<file path="src/rtl/readout_sched.sv">
// readout_sched: event readout sequencer for CHAN ADC channels.
// An accepted EOS snapshots CHAN_MASK into a pending set, and the channels in
// that set are then read one at a time, lowest index first. Each read has a
// timeout, and an event can be abandoned by closing the readout window.
//
// Channel handshake (RD_REQUEST / RODONE_n):
//   RD_REQUEST[i] is the request. Once it is raised it stays high and SEL
//   stays fixed until the channel reports completion (RODONE_n[i] low,
//   sampled on a rising CLK edge) or until the timer reaches TIMEOUT. At that
//   edge the request drops. A request is never re-raised without first
//   passing through a one-cycle GAP with RD_REQUEST all-zero.
//
// STATE_DBG exports the FSM state encoding (IDLE=0, SCAN=1, READ=2, GAP=3,
// DONE=4).
module readout_sched #(
   parameter int CHAN    = 8,
   parameter int SEL_W   = 3,
   parameter int TIMEOUT = 4095,
   parameter int TO_W    = 12
) (
   input  logic             CLK,
   input  logic             RST_n,
   input  logic             ZYNQ_RD_EN,
   input  logic             EOS,
   input  logic [CHAN-1:0]  CHAN_MASK,
   input  logic [CHAN-1:0]  RODONE_n,
   output logic [CHAN-1:0]  RD_REQUEST,
   output logic [SEL_W-1:0] SEL,
   output logic             BUSY,
   output logic             SPI_complete,
   output logic             ABORT,
   output logic [CHAN-1:0]  TO_ERR,
   output logic [15:0]      EVT_CNT,
   output logic [2:0]       STATE_DBG
);

   typedef enum logic [2:0] {
      S_IDLE = 3'd0,
      S_SCAN = 3'd1,
      S_READ = 3'd2,
      S_GAP  = 3'd3,
      S_DONE = 3'd4
   } state_e;

   localparam logic [TO_W-1:0] TIMER_MAX = TO_W'(TIMEOUT);

   // Parameter sanity: SEL must address every channel and the timer must
   // be able to hold TIMEOUT.
   generate
      if ((2 ** SEL_W) < CHAN) begin : g_bad_sel_w
         $error("readout_sched: SEL_W too narrow for CHAN");
      end
      if ((2 ** TO_W) <= TIMEOUT) begin : g_bad_to_w
         $error("readout_sched: TO_W too narrow for TIMEOUT");
      end
   endgenerate

   // Internal reset: asserts asynchronously and releases on a CLK edge.
   logic [1:0] rst_sync_q;
   logic       rst_n_int;

   state_e            state_q, state_d;
   logic [CHAN-1:0]   pending_q, pending_d;
   logic [CHAN-1:0]   rd_req_q, rd_req_d;
   logic [SEL_W-1:0]  sel_q, sel_d;
   logic [TO_W-1:0]   timer_q, timer_d;
   logic [CHAN-1:0]   to_err_q, to_err_d;
   logic [15:0]       evt_cnt_q, evt_cnt_d;
   logic              eos_allowed_q, eos_allowed_d;
   logic              abort_q, abort_d;
   logic [SEL_W-1:0]  low_idx;
   logic              eos_accept;
   logic              chan_done;

   // Two-flop reset synchroniser. Assertion passes straight through, and
   // release takes two rising edges.
   always_ff @(posedge CLK or negedge RST_n) begin
      if (!RST_n) begin
         rst_sync_q <= 2'b00;
      end else begin
         rst_sync_q <= {rst_sync_q[0], 1'b1};
      end
   end

   assign rst_n_int = rst_sync_q[1];

   // Lowest set index of the pending set, which is the next channel to read.
   always_comb begin
      low_idx = '0;
      for (int i = CHAN - 1; i >= 0; i--) begin
         if (pending_q[i]) begin
            low_idx = SEL_W'(i);
         end
      end
   end

   assign eos_accept = ZYNQ_RD_EN && EOS && eos_allowed_q;
   assign chan_done  = !RODONE_n[sel_q];

   // Next-state and datapath updates. Every register holds by default, and
   // ABORT is a one-cycle pulse that defaults low.
   always_comb begin
      state_d       = state_q;
      pending_d     = pending_q;
      rd_req_d      = rd_req_q;
      sel_d         = sel_q;
      timer_d       = timer_q;
      to_err_d      = to_err_q;
      evt_cnt_d     = evt_cnt_q;
      eos_allowed_d = eos_allowed_q;
      abort_d       = 1'b0;

      // Closing the window re-arms EOS for the next window.
      if (!ZYNQ_RD_EN) begin
         eos_allowed_d = 1'b1;
      end

      case (state_q)
         S_IDLE: begin
            if (eos_accept) begin
               pending_d     = CHAN_MASK;
               to_err_d      = '0;
               eos_allowed_d = 1'b0;
               state_d       = S_SCAN;
            end
         end

         S_SCAN: begin
            if (!ZYNQ_RD_EN) begin
               rd_req_d  = '0;
               pending_d = '0;
               abort_d   = 1'b1;
               state_d   = S_IDLE;
            end else if (pending_q == '0) begin
               state_d = S_DONE;
            end else begin
               sel_d             = low_idx;
               rd_req_d          = '0;
               rd_req_d[low_idx] = 1'b1;
               timer_d           = '0;
               state_d           = S_READ;
            end
         end

         S_READ: begin
            if (!ZYNQ_RD_EN) begin
               rd_req_d  = '0;
               pending_d = '0;
               abort_d   = 1'b1;
               state_d   = S_IDLE;
            end else if (chan_done) begin
               // Completion takes priority over a simultaneous timeout.
               rd_req_d         = '0;
               pending_d[sel_q] = 1'b0;
               state_d          = S_GAP;
            end else if (timer_q == TIMER_MAX) begin
               rd_req_d         = '0;
               pending_d[sel_q] = 1'b0;
               to_err_d[sel_q]  = 1'b1;
               state_d          = S_GAP;
            end else begin
               timer_d = timer_q + 1'b1;
            end
         end

         S_GAP: begin
            if (!ZYNQ_RD_EN) begin
               rd_req_d  = '0;
               pending_d = '0;
               abort_d   = 1'b1;
               state_d   = S_IDLE;
            end else begin
               state_d = S_SCAN;
            end
         end

         S_DONE: begin
            evt_cnt_d = evt_cnt_q + 16'd1;
            state_d   = S_IDLE;
         end

         default: begin
            state_d = S_IDLE;
         end
      endcase
   end

   // State and datapath registers, all cleared by the internal reset.
   always_ff @(posedge CLK or negedge rst_n_int) begin
      if (!rst_n_int) begin
         state_q       <= S_IDLE;
         pending_q     <= '0;
         rd_req_q      <= '0;
         sel_q         <= '0;
         timer_q       <= '0;
         to_err_q      <= '0;
         evt_cnt_q     <= '0;
         eos_allowed_q <= 1'b1;
         abort_q       <= 1'b0;
      end else begin
         state_q       <= state_d;
         pending_q     <= pending_d;
         rd_req_q      <= rd_req_d;
         sel_q         <= sel_d;
         timer_q       <= timer_d;
         to_err_q      <= to_err_d;
         evt_cnt_q     <= evt_cnt_d;
         eos_allowed_q <= eos_allowed_d;
         abort_q       <= abort_d;
      end
   end

   assign RD_REQUEST   = rd_req_q;
   assign SEL          = sel_q;
   assign BUSY         = (state_q != S_IDLE);
   assign SPI_complete = (state_q == S_DONE);
   assign ABORT        = abort_q;
   assign TO_ERR       = to_err_q;
   assign EVT_CNT      = evt_cnt_q;
   assign STATE_DBG    = state_q;

endmodule
</file>
<file path="config.mk">
export PLATFORM = sky130hd
export DESIGN_NAME = readout_sched
export DESIGN_NICKNAME = d
export VERILOG_FILES = /design/src/rtl/readout_sched.sv
export SDC_FILE = /design/constraint.sdc
export NUM_CORES = 1
export LEC_CHECK = 0
export BUFFER_PORTS_ARGS = -buffer_cell sky130_fd_sc_hd__buf_4
export CAP_MARGIN = 20
export CORE_ASPECT_RATIO = 0.5
export CORE_MARGIN = 1.5
export CORE_UTILIZATION = 49
export CTS_BUF_LIST = sky130_fd_sc_hd__clkbuf_2
export DETAILED_ROUTE_END_ITERATION = 12
export PLACE_DENSITY = 0.8
export RECOVER_POWER = 100
export SYNTH_ARGS = -nofsm -noshare
export SYNTH_HDL_FRONTEND = slang
export SYNTH_SLANG_ARGS = --single-unit
</file>
<file path="constraint.sdc">
create_clock -name CLK -period 3.2 [get_ports CLK]
set_clock_uncertainty 0.1 [all_clocks]
set_input_delay 0.64 -clock CLK [delete_from_list [all_inputs] [get_ports CLK]]
set_output_delay 0.64 -clock CLK [all_outputs]
set_load 0.02 [all_outputs]
</file>
==> summary.md, run 1 <==
| Metric | Value |
|---|---|
| Status | `completed` |
| IO Pins | `61` |
| Final Hold Vio Count | `0` |
| RSZ-0062 raised after global routing | `no` |
| VDD IR max | `about 0.00035 V` |
| Antenna cells | `0` |
| Largest net degree at the start of global routing | `33` |
| Root buf cell | `clkbuf_2` |
| Port bufs | `60` |
| Peak Freq | `approximately 0.35 GHz` |
| GRT overflow | `0` |
| Routed Antenna Nets | `0` |
| Die Wd | `about 120 µm` |
| Fraction of registers with async set/reset | `1.00` |
| Yosys warnings | `0` |
| Placer Congestion | `between 0.9 and 1` |
| Period utilisation layout | `0.883` |
| CTS H-Tree Depth | `3` |
| FF+latch count, synth | `62` |
| Initial cell density of the core | `0.510` |
| Lkg Pwr | `between 1.5 and 2 nW` |
| Total power | `~2.6 mW` |
| Critical path fanouts, max | `18` |
| PD cells | `between 700 and 800 nW/µm²` |
| Synthesized cell area | `a little over 3000 µm²` |
| Initial drt markers | `approximately 210` |
| WP data arrival | `about 3100 ps` |
| Routed WL | `roughly 7100 µm` |
| Pre-antenna DRT Iters | `5` |
| Critical Path Start Type | `register` |
| CP max stage delay | `about 580 ps` |
| Max-slew headroom | `0.227` |
| Synthesized area per cell | `between 10 and 15 µm²` |
| Sink Count | `62` |
| Share of cells above drive strength 1 | `0.118` |
| DP Wirelength | `around 5200 µm` |
| Tmin final | `2820 ps` |
| Post-cts sizing count | `0` |
| Clock latency on the worst-skew pair | `510 ps` |
| Most common cell on crit path | `a21oi_1` |
| Main flop type after synthesis | `dfrtp_1` |
| Vias/cell | `5.78` |
| Setup Buffers After CTS | `0` |
| Critical path cell sequence | `or3b_1 > nor2_1 > a21oi_1 > clkbuf_1 > or4_1 > a21oi_1` |
| Post-synthesis sequential area ratio | `0.499` |
| Die ar. | `between 6000 and 7000 µm²` |
| Final Max Slew Viols | `0` |
| Core region area | `approximately 6100 µm²` |
| Final Setup Violations | `0` |
| GR Util All Layers | `0.220` |
| Critical Path Sink Type | `register` |
| Syn-to-layout area delta | `14.1%` |
| First-pass GRT wire length | `between 10000 and 15000 µm` |
| Nets | `just under 400` |
| Final Core Density | `0.581` |
| Tightest Pin Transition | `1160 ps` |
| Die height | `between 50 and 60 µm` |
| Total negative slack | `0 ps` |
| CTS clk-pin slew, worst paths | `approximately 160 ps` |
| CTS max path bufs | `2` |
| Worst path slowest cell | `dfrtp_1` |
| Post-synth EDFFs | `0` |
| TritonCTS clock tree | `done` |
| Crit Path Class | `reg -> reg` |
| Post-Synthesis Cells | `~310` |
| DRC violations left | `0` |
| DR vias | `between 2000 and 3000` |
| Row count | `20` |
| CTS Buf Count | `9` |
| Hold Path Class | `in -> reg` |
| Syn nets | `330` |
| Initial antenna violation count | `0` |
| Cts hold-fix bufs | `1` |
| Max capacitance violation total | `0` |
| Vias in the first global route | `~2400` |
| Routed length per instance | `approximately 15 µm` |
| Worst Path Required | `about 3500 ps` |
| Netlist cell types | `about 60` |
[kinds of logic (layout without fill, tap and decap cells)]
kind of cell             Yosys count  count (layout)  share of synthesized area
other                              1               1                    0.00121
AND/OR/NAND/NOR                  112             112                      0.197
adder cells (fa/ha/maj)            2               2                    0.00804
AO/OA/AOI/OAI                     88              88                      0.204
XOR/XNOR                          15              15                     0.0422
flip-flops                        62              62                      0.499
multiplexers                       2               2                    0.00684
buffers and inverters             26              92                     0.0414
[layout make-up]
class / instances / area [µm²]
Clock buffer: 10 / 50.0
Clock inverter: 6 / 52.6
Fill cell: 595 / 2560
Inverter: 11 / 41.3
Multi-Input combinational cell: 220 / 1420
Sequential cell: 62 / 1550
Tap cell: 88 / 110
Timing Repair Buffer: 65 / 323
[stage by stage]
stage	hold slack, ps	std cells	instance area, µm²	worst slack (ps)
floorplan	231	308	3110	992
global placement	194	445	3620	786
detailed placement	208	445	3620	678
CTS	165	462	3730	492
global route	177	462	3550	219
finish	203	462	3550	376
[cells in the final DEF, fill, tap and decap left out, drive strengths merged, types with 4 or more instances in the layout]
| cell | Yosys | layout |
|---|---|---|
| xnor2 | 9 | 9 |
| a211oi | 4 | 4 |
| nor3 | 9 | 9 |
| xor2 | 6 | 6 |
| clkinv | 0 | 5 |
| clkbuf | 3 | 55 |
| or3 | 4 | 4 |
| or4 | 7 | 7 |
| nand2 | 29 | 29 |
| a32o | 6 | 6 |
| a22o | 9 | 9 |
| buf | 12 | 19 |
| nand3 | 11 | 11 |
| o31ai | 13 | 13 |
| inv | 11 | 11 |
| nor2 | 18 | 18 |
| nand4 | 5 | 5 |
| a21oi | 13 | 13 |
| dfrtp | 61 | 61 |
| o21ai | 23 | 23 |
| and3 | 6 | 6 |
[critical path, delay by kind of cell (launching register included)]
family                 cells  cell delay, ps
AO/OA/AOI/OAI              2             300
flip-flops                 1             580
AND/OR/NAND/NOR            3            1440
buffers and inverters      1             310
[power by group]
group / leakage (nW) / internal (mW) / total (mW) / switching, mW
Clock: 0.0705 / 0.175 / 0.449 / 0.274
Combinational: 0.656 / 0.362 / 1.02 / 0.656
Sequential: 0.842 / 0.919 / 1.12 / 0.200
[synth_stat cells, types with 2 or more instances]
cell | number | area (µm²)
a211oi_1 | 3 | 22.5
a21oi_1 | 12 | 60.1
a22o_1 | 9 | 78.8
a31oi_1 | 3 | 18.8
a32o_1 | 6 | 60.1
and2b_1 | 2 | 15.0
and3_1 | 6 | 37.5
and4_1 | 3 | 26.3
buf_1 | 2 | 7.51
buf_2 | 6 | 30.0
buf_4 | 2 | 15.0
buf_6 | 2 | 22.5
clkbuf_1 | 2 | 7.51
dfrtp_1 | 61 | 1530
ha_1 | 2 | 25.0
inv_1 | 11 | 41.3
nand2_1 | 29 | 109
nand2b_1 | 3 | 18.8
nand3_1 | 11 | 55.1
nand4_1 | 5 | 31.3
nor2_1 | 17 | 63.8
nor3_1 | 9 | 45.0
nor3b_1 | 2 | 15.0
nor4_1 | 3 | 18.8
o21ai_0 | 22 | 110
o21bai_1 | 2 | 15.0
o2bb2ai_1 | 2 | 17.5
o311ai_0 | 2 | 17.5
o31ai_1 | 13 | 97.6
o41ai_1 | 2 | 17.5
or3_1 | 4 | 25.0
or3b_1 | 2 | 17.5
or4_1 | 7 | 52.6
xnor2_1 | 9 | 78.8
xor2_1 | 6 | 52.6
[per-layer routing]
layer / global-route usage / share of wire / up-vias / routed length (µm)
met5: 0 / 0 / - / 0
met2: 0.356 / 0.48 / 100 / 3390
met4: 0.0889 / 0.014 / 0 / 99
met3: 0.0685 / 0.062 / 15 / 441
li1: - / - / 1269 / -
met1: 0.280 / 0.44 / 1285 / 3150
[path summary, 6_finish.rpt]
check,startpoint,to,slack (ps),cells after the start
worst min register to register,rst_sync_q[0],rst_sync_q[1],270,0
worst max-delay path,STATE_DBG[2],timer_q[4],380,6
worst min-delay path,ZYNQ_RD_EN,eos_allowed_q,200,2
min in group asynchronous,RST_n,rst_sync_q[1],350,2
worst max register to register,STATE_DBG[2],timer_q[4],380,6
max in group asynchronous,rst_sync_q[1],EVT_CNT[3],1270,1
[flip-flops by register name (all words and copies together), names as in the netlist, 2 cells and up]
signal,count
STATE_DBG,3
TO_ERR,8
EVT_CNT,16
timer_q,12
RD_REQUEST,8
rst_sync_q,2
SEL,3
pending_q,8
Power figures use the tool's default switching activity.
==> run 2: changes to the inputs <==
clock period = 2.98 ns   (was 3.2 ns; I/O delays follow)
==> summary.md, run 2 (synthesis gave the netlist of run 1 again) <==
| Metric | Value |
|---|---|
| Status | `completed` |
| Final Core Density | `0.581 (unchanged)` |
| Final Setup Violations | `0 (unchanged)` |
| Pint | `1.50 mW (+2.9%)` |
| WP data arrival | `2900 ps (-240 ps)` |
| DP Area | `3650 µm² (+0.83%)` |
| VDD IR max | `0.000275 V (-22%)` |
| DP Wirelength | `5390 µm (+3.4%)` |
| Period utilisation layout | `0.869 (-0.0134)` |
| Die ar. | `6870 µm² (unchanged)` |
| Total power | `2.73 mW (+5.5%)` |
| Comb power frac | `0.411 (+0.017)` |
| Post-cts sizing count | `0 (unchanged)` |
| Dpl ws | `485 ps (-193 ps)` |
| Vias/cell | `5.68 (-1.7%)` |
| Critical path fanouts, max | `13 (-5)` |
| Hold Path Class | `in -> reg` |
| GRT overflow | `0 (unchanged)` |
| Fillers | `591 (-0.67%)` |
| Initial cell density of the core | `0.510 (unchanged)` |
| Most common cell after layout, fill and taps aside | `dfrtp_1` |
| Design area | `3550 µm² (unchanged)` |
| IO Pins | `61 (unchanged)` |
| Row count | `20 (unchanged)` |
| Sequential share of power | `0.436 (+0.003)` |
| Final worst slack | `390 ps (+14.2 ps)` |
| Final Max Slew Viols | `0 (unchanged)` |
| TritonCTS clock tree | `done` |
| Lkg Pwr | `1.56 nW (-0.23%)` |
| Die height | `59.4 µm (unchanged)` |
| Worst path slowest cell | `dfrtp_1` |
| Share of cells above drive strength 1 | `0.127 (+0.00934)` |
| CP max stage delay | `580 ps (about the same)` |
| Antenna cells | `0 (unchanged)` |
| Final Hold Vio Count | `0 (unchanged)` |
| DR vias | `2647 (-0.82%)` |
| DRC violations left | `0 (unchanged)` |
| GR Util All Layers | `0.228 (+0.00817)` |
| Root buf cell | `clkbuf_2` |
| NetSw | `1.23 mW (+8.9%)` |
| Largest net degree at the start of global routing | `25 (-24%)` |
| Clock power share | `0.153 (-0.020)` |
| Max capacitance violation total | `0 (unchanged)` |
| First-pass GRT wire length | `11700 µm (+2.2%)` |
| Critical path cell sequence | `and2b_1 > a221o_1 > a221oi_1 > buf_4 > o211ai_1 > a32o_1` |
| CTS clk-pin slew, worst paths | `170 ps (about the same)` |
| PD cells | `769 nW/µm² (+5.5%)` |
| Switch share | `0.451 (+0.0138)` |
| Total negative slack | `0 ps (unchanged)` |
| Routed length per instance | `15.7 µm (+2.2%)` |
| CTS H-Tree Depth | `3 (unchanged)` |
| Initial drt markers | `211 (-0.94%)` |
| Setup crit start | `SEL[1]` |
| Placer Congestion | `0.849 (-8.0%)` |
| Routed Antenna Nets | `0 (unchanged)` |
| Most frequent cells in the layout | `61 x dfrtp_1, 45 x clkbuf_1, 29 x nand2_1` |
| CP Buf/Inv Count | `1 (unchanged)` |
| Nets | `395 (+1.0%)` |
| CTS Buf Count | `9 (unchanged)` |
| Crit Path Class | `reg -> reg` |
| Peak Freq | `0.386 GHz (+9.0%)` |
| Vias in the first global route | `2405 (-0.70%)` |
| Sink Count | `62 (unchanged)` |
| Worst r2r src | `SEL[1]` |
| Max-slew headroom | `0.281 (+0.0541)` |
| Max reg flops | `16 (unchanged)` |
| Pre-antenna DRT Iters | `5 (unchanged)` |
| Worst Path Required | `3290 ps (-220 ps)` |
| Critical Path Sink Type | `register` |
| Tightest Pin Transition | `1080 ps (-81.2 ps)` |
| Syn-to-layout area delta | `14.1% (unchanged)` |
| Clock latency on the worst-skew pair | `530 ps (+20 ps)` |
| Routed WL | `7300 µm (+3.0%)` |
| Tmin final | `2590 ps (-234 ps)` |
| CTS max path bufs | `2 (unchanged)` |
| Critical Path Start Type | `register` |
| Core region area | `6110 µm² (unchanged)` |
| Initial antenna violation count | `0 (unchanged)` |
| Port bufs | `60 (unchanged)` |
| CP delay by family, top | `compound AO/OA/AOI/OAI gates` |
| RSZ-0062 raised after global routing | `no` |
| Die Wd | `116 µm (unchanged)` |
| Hold path startpoint | `ZYNQ_RD_EN` |
run 2: routing by layer:
layer / vias up / global-route usage / wire length [µm] / part of all wire
met5: - / 0 / 0 / 0
met4: 0 / 0.0906 / 119 / 0.016
met3: 11 / 0.0685 / 472 / 0.065
met2: 93 / 0.371 / 3530 / 0.48
met1: 1273 / 0.291 / 3170 / 0.43
li1: 1270 / - / - / -
run 2: path summary, 6_finish.rpt:
kind	endpoint	slack, ps	cells past startpoint
worst min register to register	rst_sync_q[1]	270	0
worst max-delay path	RD_REQUEST[2]	390	6
min in group asynchronous	rst_sync_q[1]	280	2
max in group asynchronous	STATE_DBG[0]	930	1
worst max register to register	RD_REQUEST[2]	390	6
worst min-delay path	eos_allowed_q	150	2
run 2: final cells by class:
cell class	count	area [µm²]	area share
well taps	88	110	0.0310
flip-flops and latches	62	1550	0.437
clock inverters	5	27.5	0.00775
multi-input cells	220	1410	0.398
clock buffers	11	55.1	0.0155
repair buffers	69	349	0.0983
inverters	11	41.3	0.0116
run 2: power by group through the flow:
stage	clock [mW]	sequential, mW	combinational [mW]
floorplan	0	1.22	0.804
global placement	0	1.19	1.19
detailed placement	0	1.20	1.21
CTS	0.441	1.19	1.22
global route	0.469	1.22	1.24
finish	0.418	1.19	1.12
run 2: stage by stage:
| step | std cells | hold WS, ps |
|---|---|---|
| 2_1_floorplan | 308 | 200 |
| 3_3_place_gp | 449 | 161 |
| 3_5_place_dp | 449 | 182 |
| 4_1_cts | 466 | 79.9 |
| 5_1_grt | 466 | 96.5 |
| 6_report | 466 | 147 |
run 2: repair_timing:
action	in CTS	in global routing
endpoints found under the hold margin	2	0
hold buffers	1	0
buffers inserted	0	0
run 2: worst register-to-register path, delay by kind of cell (launching register included):
family / cells / cell delay (ps)
compound gates: 4 / 1320
flops: 1 / 580
simple gates: 1 / 280
buf+inv: 1 / 200
